$ cat config.mk
export PLATFORM = sky130hd
export DESIGN_NAME = imem_loader
export DESIGN_NICKNAME = d
export VERILOG_FILES = /design/src/rtl/imem_loader.sv
export SDC_FILE = /design/constraint.sdc
export NUM_CORES = 1
export LEC_CHECK = 0
export ABC_CLOCK_PERIOD_IN_PS = 3100
export CORE_MARGIN = 4
export CORE_UTILIZATION = 54
export CTS_CLUSTER_SIZE = 24
export DETAILED_ROUTE_END_ITERATION = 16
export HOLD_SLACK_MARGIN = 0.08
export PLACE_DENSITY_LB_ADDON = 0.12
export SLEW_MARGIN = 20
export SYNTH_ARGS = -nofsm -noshare
export SYNTH_HDL_FRONTEND = slang
export SYNTH_SLANG_ARGS = --single-unit
$ cat constraint.sdc
create_clock -name clk -period 3.1 [get_ports clk]
set_input_delay 0.31 -clock clk [delete_from_list [all_inputs] [get_ports clk]]
set_output_delay 0.31 -clock clk [all_outputs]
set_load 0.01 [all_outputs]
$ cat src/rtl/imem_loader.sv
// -----------------------------------------------------------------------------
// imem_loader
//
// Boot-time instruction-memory writer. It consumes a byte stream over a
// valid/ready handshake, assembles big-endian 32-bit words and writes them to
// consecutive word addresses. The processor is held in reset until a complete
// image with a matching XOR checksum has been received.
//
// Stream: CNT_HI, CNT_LO (word count N), N x 4 data bytes (MSB first), then
// one checksum byte equal to the XOR of all data bytes.
//
// Ports
//   clk        in   1    system clock, rising edge
//   reset      in   1    synchronous, active-high
//   in_valid   in   1    byte source has in_data available
//   in_data    in   8    stream byte
//   in_ready   out  1    byte accepted this cycle when in_valid is also high
//   imem_we    out  1    one-cycle write strobe per assembled word
//   imem_wa    out  AW   word address for imem_we
//   imem_wd    out  32   write data for imem_we
//   cpu_reset  out  1    processor reset, released after a verified image
//   done       out  1    image loaded with good checksum (sticky)
//   err        out  1    bad length or bad checksum (sticky)
// -----------------------------------------------------------------------------
module imem_loader #(
  parameter int AW = 10
) (
  input  logic          clk,
  input  logic          reset,
  input  logic          in_valid,
  input  logic [7:0]    in_data,
  output logic          in_ready,
  output logic          imem_we,
  output logic [AW-1:0] imem_wa,
  output logic [31:0]   imem_wd,
  output logic          cpu_reset,
  output logic          done,
  output logic          err
);

  typedef enum logic [2:0] {
    S_HDR_HI = 3'd0,
    S_HDR_LO = 3'd1,
    S_DATA   = 3'd2,
    S_CHK    = 3'd3,
    S_DONE   = 3'd4,
    S_ERR    = 3'd5
  } state_e;

  // Largest image that fits the memory, in words.
  localparam logic [16:0] MAX_WORDS = 17'(1) << AW;

  state_e        state_q, state_d;
  logic [15:0]   cnt_q, cnt_d;
  logic [AW:0]   ptr_q, ptr_d;
  logic [1:0]    idx_q, idx_d;
  logic [31:0]   asm_q, asm_d;
  logic [7:0]    sum_q, sum_d;
  logic          ready_q, ready_d;
  logic          we_q, we_d;
  logic [AW-1:0] wa_q, wa_d;
  logic [31:0]   wd_q, wd_d;
  logic          cpurst_q, cpurst_d;
  logic          done_q, done_d;
  logic          err_q, err_d;

  logic          xfer;
  logic [15:0]   hdr_cnt;
  logic [16:0]   ptr_next;

  // States in which a byte can be taken from the source.
  function automatic logic accepts(input state_e s);
    return (s == S_HDR_HI) || (s == S_HDR_LO) || (s == S_DATA) || (s == S_CHK);
  endfunction

  // Word counts larger than the memory are rejected before any write.
  function automatic logic len_too_big(input logic [15:0] n);
    return {1'b0, n} > MAX_WORDS;
  endfunction

  assign xfer     = in_valid & ready_q;
  assign hdr_cnt  = {cnt_q[15:8], in_data};
  // Pointer is one bit wider than the address so N == 2**AW ends cleanly.
  assign ptr_next = 17'(ptr_q) + 17'd1;

  always_comb begin
    state_d  = state_q;
    cnt_d    = cnt_q;
    ptr_d    = ptr_q;
    idx_d    = idx_q;
    asm_d    = asm_q;
    sum_d    = sum_q;
    we_d     = 1'b0;
    wa_d     = wa_q;
    wd_d     = wd_q;
    cpurst_d = cpurst_q;
    done_d   = done_q;
    err_d    = err_q;

    unique case (state_q)
      S_HDR_HI: begin
        if (xfer) begin
          cnt_d[15:8] = in_data;
          state_d     = S_HDR_LO;
        end
      end

      S_HDR_LO: begin
        if (xfer) begin
          cnt_d = hdr_cnt;
          if (hdr_cnt == 16'd0) begin
            state_d = S_CHK;
          end else if (len_too_big(hdr_cnt)) begin
            state_d = S_ERR;
            err_d   = 1'b1;
          end else begin
            state_d = S_DATA;
          end
        end
      end

      S_DATA: begin
        if (xfer) begin
          asm_d = {asm_q[23:0], in_data};
          sum_d = sum_q ^ in_data;
          idx_d = idx_q + 2'd1;
          if (idx_q == 2'd3) begin
            // Word complete: the write is registered, so it appears next cycle
            // without blocking the following byte.
            we_d  = 1'b1;
            wd_d  = {asm_q[23:0], in_data};
            wa_d  = ptr_q[AW-1:0];
            ptr_d = ptr_q + 1'b1;
            if (ptr_next == {1'b0, cnt_q}) begin
              state_d = S_CHK;
            end
          end
        end
      end

      S_CHK: begin
        if (xfer) begin
          if (in_data == sum_q) begin
            state_d = S_DONE;
            done_d  = 1'b1;
          end else begin
            state_d = S_ERR;
            err_d   = 1'b1;
          end
        end
      end

      S_DONE: begin
        // Release the processor one cycle after done rises.
        cpurst_d = 1'b0;
      end

      S_ERR: begin
        cpurst_d = 1'b1;
      end

      default: begin
        state_d = S_ERR;
        err_d   = 1'b1;
      end
    endcase

    ready_d = accepts(state_d);
  end

  always_ff @(posedge clk) begin
    // Assembly register needs no reset: byte_idx restarts at 0 and four
    // shifts overwrite it completely before it is ever written out.
    asm_q <= asm_d;
    cnt_q <= cnt_d;
    if (reset) begin
      state_q  <= S_HDR_HI;
      ptr_q    <= '0;
      idx_q    <= '0;
      sum_q    <= '0;
      ready_q  <= 1'b0;
      we_q     <= 1'b0;
      wa_q     <= '0;
      wd_q     <= '0;
      cpurst_q <= 1'b1;
      done_q   <= 1'b0;
      err_q    <= 1'b0;
    end else begin
      state_q  <= state_d;
      ptr_q    <= ptr_d;
      idx_q    <= idx_d;
      sum_q    <= sum_d;
      ready_q  <= ready_d;
      we_q     <= we_d;
      wa_q     <= wa_d;
      wd_q     <= wd_d;
      cpurst_q <= cpurst_d;
      done_q   <= done_d;
      err_q    <= err_d;
    end
  end

  assign in_ready  = ready_q;
  assign imem_we   = we_q;
  assign imem_wa   = wa_q;
  assign imem_wd   = wd_q;
  assign cpu_reset = cpurst_q;
  assign done      = done_q;
  assign err       = err_q;

endmodule

# Yosys cells after proc, flatten, opt, wreduce, memory -nomap -nowiden
# Cells that the tools add are included.
# op_classes
addsub,3
mul,0
div_mod_pow,0
magnitude_cmp,1
eq_ne,16
shift,0
muxes,20
bitwise,6
reduce_logical,16
# ops
operator,count
two-way mux 3 bit,8
== test 12 x 16 -> 1 bit,1
"> comparator 16 x 11 -> 1 bit, second input constant",1
zero test 16 bit,1
case mux 8 bit (2 select lines),1
case mux 3 bit (5 select lines),1
"adder 11 x 1 -> 12 bit, second input constant",1
"== test 3 x 2 -> 1 bit, second input constant",4
"adder 11 x 1 -> 11 bit, second input constant",1
"!= test 2 bit, second input constant",5
AND reduction 3 bit,3
== test 8 bit,1
two-way mux 8 bit,1
bitwise XOR 8 bit,1
two-way mux 1 bit,7
"== test 3 x 1 -> 1 bit, second input constant",2
"== test 3 bit, second input constant",2
zero test 3 bit,2
AND reduction 6 bit,1
NOT 1 bit,4
AND reduction 2 bit,2
OR reduction 4 bit,1
logical OR 1 bit,3
case mux 1 bit (3 select lines),1
7 further kinds,7
# word_totals
reg_bits,111
latchBits,0
ram_bits,0
mem_bits_ro,0
input_bits,11
out_inout_bits,47
word_cells,76
mem_count,0

# Depth between registers and ports, before layout
# Gate-level depths: netlist (run 1).
# logic_depth
depth_word,10
mapped_depth,7
ltp_nobuf,6

# Least setup slack after synthesis (run 1)
# Ideal clock, no wire load.
# synth_path
path_type,reg-to-reg
from,"register ready_q, in the netlist in_ready"
to,register sum_q[0]
setup_time_ns,0.128
t_arrival_ns,2.035
t_required_ns,2.972
slack_ns,0.938
path_stages_with_launch,7
n_path_buf,1
synth_period_minus_slack_ns,2.162
cell_sequence,dfxtp_1 and4b_1 and2_1 clkbuf_1 nand2_1 xor2_1 nor2_1
# synth_via
elab_chain_cells,2
# synth_lines
item,line,text
"start, declared",59,"logic ready_q, ready_d;"
"start signal, assigned",193,ready_q <= ready_d;
bitwise AND 1 bit,81,assign xfer = in_valid & ready_q;
AND reduction 2 bit (no source line),-,
"end signal, assigned",192,sum_q <= sum_d;
"end, declared",58,"logic [7:0] sum_q, sum_d;"
# Every way passes these cells.
# A chain may end at the register's enable or synchronous reset.

# Worst setup path in the final report (run 1)
# layout_path
from,input port in_data[7]
to,register state_q[0]
# layout_via
elab_chain_cells,5
elab_cells_between_ends,9
cone_classes,1 x order compare; 1 x eq/ne; 6 x mux; 1 x reduce/logical
# layout_lines
item,line,text
"start, declared",31,"input logic [7:0] in_data,"
> comparator 16 x 11 -> 1 bit,78,"return {1'b0, n} > MAX_WORDS;"
two-way mux 3 bit,113,end else if (len_too_big(hdr_cnt)) begin
two-way mux 3 bit,111,if (hdr_cnt == 16'd0) begin
two-way mux 3 bit,109,if (xfer) begin
case mux 3 bit (5 select lines) (*),100,unique case (state_q)
"end signal, assigned",189,state_q <= state_d;
"end, declared",53,"state_e state_q, state_d;"
# Every way passes the cells marked *; elsewhere a longest branch is shown, timed or not.

==> flow_metrics.py, run 1 <==
metrics = {
    "critical_path": {
        "endpoint_kind": "flop",
        "slowest_delay_ps": 620,
        "crit_arrival_ps": 2390,
        "worstPathBufferInverterCount": 1,
        "critical_path_required_ps": 3340,
        "critPathSlowestCell": "or4_4",
        "cp-start-kind": "input pin",
        "crit_family": "simple AND/OR/NAND/NOR gates",
        "path_class": "input pin to flop",
        "path_max_fanout": 7,
        "critical_path.cell_chain": "clkdlybuf4s50_1 -> or4_4 -> o31ai_4 -> or2b_1 -> o221ai_1 -> o31ai_1",
        "rrSetupSlack_ps": 1080,
    },
    "floorplanning": {
        "die-area_sq_um": 9480,
        "ios": 58,
        "row_count": 32,
        "fp.dieW_um": 97.3,
        "core_sq_um": 7730,
        "initial_core_util_pct": 55.8,
        "fp.dieH_um": 97.3,
    },
    "detailed_routing": {
        "avgViaCountPerCell": 5.28,
        "routed_wl_um": 8680,
        "avgRoutedWirePerCell_um": 14.8,
        "drt_first_pass_iters": 5,
        "dr_total_vias": 3093,
        "drtAntennaViolNets": 0,
        "dr.first_iter.drc_count": 131,
        "drc": 0,
    },
    "status": {
        "status": "complete, no violations",
    },
    "pwr": {
        "leakagePower_nw": 1.70,
        "ir_drop_mv": 0.349,
        "pwr_density_cell_nw_per_um2": 464,
    },
    "cells_and_area": {
        "multi_input_area_sq_um": 1590,
        "n_antenna_cell": 0,
        "drive_gt1_share_pct": 6.20,
        "postLayoutCoreUtil_pct": 66.9,
        "finalInstanceArea_sq_um": 5170,
        "register_area_sq_um": 2620,
        "fill_cells": 634,
        "synthToLayoutAreaGrowth_pct": 19.9,
        "layout.nets": 492,
    },
    "timing": {
        "final-hold-violation-count": 0,
        "fin_skew_ps": 10.3,
        "grt_setup_unrepaired": "no",
        "slew_headroom_pct": 58.3,
        "min_period_ps": 2150,
        "report.final.slew_viol_count": 0,
        "setup_viol": 0,
        "tns_ps": 0,
        "tightest_slew_ps": 620,
        "fin_crit_sh_pct": 69.2,
        "fmax_mhz": 466,
    },
    "clock_tree": {
        "h-tree-depth": 3,
        "cts_buffers": 9,
        "clkTransAtPathRegs_ps": 100,
        "cts_tree": "done",
        "insertion_delay_ps": 370,
        "clock_sinks": 111,
        "cts_setup_buffers": 0,
        "clockBufferDepth": 2,
        "hold_buffers": 0,
        "cts_resized": 0,
        "cts_root_buf": "clkbuf_8",
    },
    "hold_path": {
        "holdCritPathClass": "input pin to flop",
    },
    "synth": {
        "syn_avg_cell_area_sq_um": 10.1,
        "ys_ff_latch": 111,
        "syn_nets": 439,
        "synth_area_sq_um": 4310,
        "synth-seq-area-share_pct": 60.8,
        "yosysWarnings": 0,
        "synthCells": 426,
        "synth_cell_types": 42,
    },
    "global_route": {
        "grt_start_max_net_pins": 50,
        "grt_usage_pct": 18.7,
        "grt_pass1_wl_um": 14300,
        "antenna_found_initial": 0,
        "grt_pass1_vias": 2911,
        "grt.overflow.total": 0,
    },
    "run": {
        "maxCapViolCount": 0,
    },
    "placed_design": {
        "post_dp_cell_area_sq_um": 4980,
        "place_hpwl_um": 6020,
        "port-buffer-count": 57,
        "gp_congestion": 0.897,
    },
}
==> cell type report <==
class / instances / share of cell area [%]
multi-input combinational: 289 / 30.7
clock inverter: 6 / 0.848
tap: 102 / 2.47
inverter: 3 / 0.218
sequential: 111 / 50.8
timing repair buffer: 65 / 12.4
clock buffer: 10 / 2.66
==> final timing paths <==
| kind | to | startpoint | cells after the start |
|---|---|---|---|
| worst min register to register | asm_q[11]$_DFFE_PP_ | asm_q[3]$_DFFE_PP_ | 0 |
| worst min-delay path | ptr_q[5]$_SDFFE_PP0P_ | reset | 2 |
| worst max register to register | state_q[0]$_SDFF_PP0_ | ptr_q[0]$_SDFFE_PP0P_ | 6 |
| worst max-delay path | state_q[0]$_SDFF_PP0_ | in_data[7] | 6 |
==> kinds of logic (layout without fill, tap and decap cells) <==
group | Yosys count | after routing | synth area share (%)
AO/OA/AOI/OAI | 64 | 64 | 8.74
flip-flops | 111 | 111 | 60.8
AND/OR/NAND/NOR | 180 | 180 | 18.6
XOR/XNOR | 41 | 41 | 8.33
multiplexers | 2 | 2 | 0.493
adder cells (fa/ha/maj) | 2 | 2 | 0.580
buffers and inverters | 26 | 84 | 2.38
==> through the flow <==
stage	power [mW]	setup slack, ps	instances	hold slack [ps]
after global routing	2.48	923	586	416
after CTS	2.42	994	586	380
after detailed placement	1.64	617	570	435
after global placement	1.64	686	570	435
final	2.40	953	586	386
after floorplan	1.60	938	426	409
==> state kept, by name, indices dropped and copies added (netlist names), 2 cells and up <==
signal,flops
cnt_q,16
asm_q,24
sum_q,8
imem_wa,10
imem_wd,32
idx_q,2
state_q,3
ptr_q,11
==> Yosys cell counts <==
cell	instances	share of area (%)
a2111o_1	1	0.26
a211oi_2	1	0.29
a21oi_1	47	5.5
a31oi_1	4	0.58
a41oi_1	1	0.20
and2_1	5	0.73
and3_1	4	0.58
and4_1	2	0.41
and4b_1	2	0.46
buf_1	4	0.35
buf_2	4	0.46
clkbuf_1	15	1.3
dfxtp_1	71	33
edfxtp_1	40	28
ha_1	2	0.58
inv_1	3	0.26
mux2_2	1	0.26
mux2i_1	1	0.23
nand2_1	102	8.9
nand3_1	8	0.93
nand3b_1	1	0.17
nand4_1	4	0.58
nand4bb_1	1	0.26
nor2_1	32	2.8
nor2b_1	1	0.15
nor3_1	4	0.46
nor3b_1	1	0.17
nor4_1	6	0.87
o2111ai_1	1	0.20
o211ai_1	1	0.17
o21ai_0	3	0.35
o21bai_1	2	0.35
o221ai_1	1	0.20
o31ai_1	1	0.17
o31ai_4	1	0.49
or2_2	1	0.15
or2b_1	1	0.17
or3_1	3	0.44
or4_1	1	0.17
or4_4	1	0.26
xnor2_1	19	3.9
xor2_1	22	4.5
==> placed cells by master (no fill, tap or decap), types with 8 or more instances in the layout <==
master             n
a21oi_1           47
clkbuf_8          10
clkdlybuf4s50_1   56
dfxtp_1           71
edfxtp_1          40
nand2_1          102
nand3_1            8
nor2_1            32
xnor2_1           19
xor2_1            22
==> worst register-to-register path: cells and delay by family (launching register included) <==
kind            cells  cell delay, ps
compound gates      2             680
simple gates        2             340
fa+ha+maj           1             320
xor+xnor            1             100
flops               1             480
==> power by group <==
part	switching, mW	internal [mW]	total [mW]
Combinational	0.0491	0.0331	0.0822
Sequential	0.0107	1.52	1.53
Clock	0.467	0.319	0.786
==> per-layer routing <==
metal	part of all wire, %	vias up	GRT usage (%)
li1	-	1560	-
met1	45	1444	25.1
met2	48	77	30.1
met3	5.5	12	4.45
met4	1.4	0	6.18
met5	0	-	0
Note: power is estimated with default switching activity, not from simulation.
==> run 2: changes to the inputs <==
- ABC_CLOCK_PERIOD_IN_PS: 3100 -> 2000
- clock period: 3.1 -> 2 ns (I/O delays scaled with it)
==> flow_metrics.py, run 2 (same netlist as run 1, synthesis figures left out) <==
metrics = {
    "floorplanning": {
        "core_sq_um": 7730,
        "ios": 58,
        "initial_core_util_pct": 55.8,
        "die-area_sq_um": 9480,
        "fp.dieH_um": 97.3,
        "row_count": 32,
        "fp.dieW_um": 97.3,
    },
    "clock_tree": {
        "hold_buffers": 0,
        "h-tree-depth": 3,
        "cts_tree": "done",
        "clock_sinks": 111,
        "clockBufferDepth": 2,
        "cts_root_buf": "clkbuf_8",
        "cts_buffers": 9,
        "clkTransAtPathRegs_ps": 100,
        "insertion_delay_ps": 360,
    },
    "critical_path": {
        "endpoint_kind": "flop",
        "path_class": "flop to flop",
        "cp-start-kind": "flop",
        "crit_arrival_ps": 2210,
        "path_max_fanout": 3,
        "critical_path_required_ps": 2290,
    },
    "timing": {
        "min_period_ps": 1930,
        "slew_headroom_pct": 72.4,
        "tightest_slew_ps": 411,
        "finalWorstSetupSlack_ps": 73.5,
        "grt_setup_unrepaired": "no",
        "fin_crit_sh_pct": 96.3,
        "final-hold-violation-count": 0,
        "setup_viol": 0,
        "report.final.slew_viol_count": 0,
        "fmax_mhz": 519,
        "fin_skew_ps": 11.6,
    },
    "cells_and_area": {
        "multi_input_area_sq_um": 1590,
        "n_antenna_cell": 0,
        "final_common_cell": "nand2_1",
        "postLayoutCoreUtil_pct": 69.4,
        "drive_gt1_share_pct": 10.5,
        "largest_register_ffs": 32,
        "synthToLayoutAreaGrowth_pct": 24.5,
        "final_cell_count_no_fill": 607,
        "fill_cells": 624,
        "layout.nets": 513,
        "finalInstanceArea_sq_um": 5370,
        "layout_common_cells": "102 x nand2_1, 70 x dfxtp_1, 56 x clkdlybuf4s50_1",
        "register_area_sq_um": 2620,
    },
    "global_route": {
        "grt_pass1_vias": 3081,
        "antenna_found_initial": 0,
        "grt_usage_pct": 20.0,
        "grt.overflow.total": 0,
        "grt_pass1_wl_um": 15400,
        "grt_start_max_net_pins": 72,
    },
    "run": {
        "maxCapViolCount": 0,
    },
    "placed_design": {
        "post_dp_cell_area_sq_um": 5160,
        "port-buffer-count": 57,
        "gp_congestion": 0.872,
        "dp_cells": 590,
        "place_worst_setup_slack_ps": -204,
        "place_hpwl_um": 6500,
    },
    "status": {
        "status": "complete, no violations",
    },
    "hold_path": {
        "holdCritPathClass": "input pin to flop",
    },
    "detailed_routing": {
        "drt_first_pass_iters": 5,
        "dr_total_vias": 3224,
        "avgViaCountPerCell": 5.31,
        "avgRoutedWirePerCell_um": 15.2,
        "drc": 0,
        "routed_wl_um": 9230,
        "drtAntennaViolNets": 0,
        "dr.first_iter.drc_count": 191,
    },
    "pwr": {
        "leakagePower_nw": 1.81,
        "ir_drop_mv": 0.535,
        "pwr_density_cell_nw_per_um2": 703,
        "power_mw": 3.77,
    },
}
## run 2: final timing paths
check / startpoint / end / slack [ps] / cells after the start
worst max-delay path: cnt_q[8]$_DFFE_PP_ / state_q[1]$_SDFF_PP0_ / 70 / 5
worst min-delay path: reset / state_q[0]$_SDFF_PP0_ / 270 / 4
worst max register to register: cnt_q[8]$_DFFE_PP_ / state_q[1]$_SDFF_PP0_ / 70 / 5
worst min register to register: asm_q[9]$_DFFE_PP_ / asm_q[17]$_DFFE_PP_ / 450 / 0
## run 2: repair_timing
action	in CTS	in global routing
endpoints found under the setup margin	0	1
hold endpoints to repair	0	0
setup buffers	0	1
resized for setup	0	3
## run 2: power breakdown
| part | internal (mW) | switching (mW) |
|---|---|---|
| Sequential | 2.35 | 0.0141 |
| Combinational | 0.0702 | 0.0860 |
| Clock | 0.477 | 0.775 |
| Total | 2.90 | 0.876 |
## run 2: worst max-delay path: stages (launching register included)
cell and delay (ps):
edfxtp_1 430, or4_4 520, o31ai_4 290, nand2_1 100, or3_1 330, a211oi_2 190
## run 2: cell type report
class / instances / share of cell area, %
clock buffer: 9 / 2.31
clock inverter: 7 / 1.21
inverter: 3 / 0.210
multi-input combinational: 289 / 29.7
sequential: 111 / 48.9
tap: 102 / 2.38
timing repair buffer: 86 / 15.3
## run 2: per-stage QoR
stage / hold slack, ps / setup TNS, ps
global placement: 434 / -282
detailed placement: 435 / -497
global route: 268 / 0
floorplan: 299 / 0
CTS: 260 / 0
finish: 270 / 0
## run 2: metal layers
metal	vias to the layer above	GRT usage, %	share of wire [%]
met3	12	3.88	6.5
met2	104	33.4	49
met5	-	0	0
met1	1511	26.9	44
li1	1597	-	-
met4	0	5.11	1.1
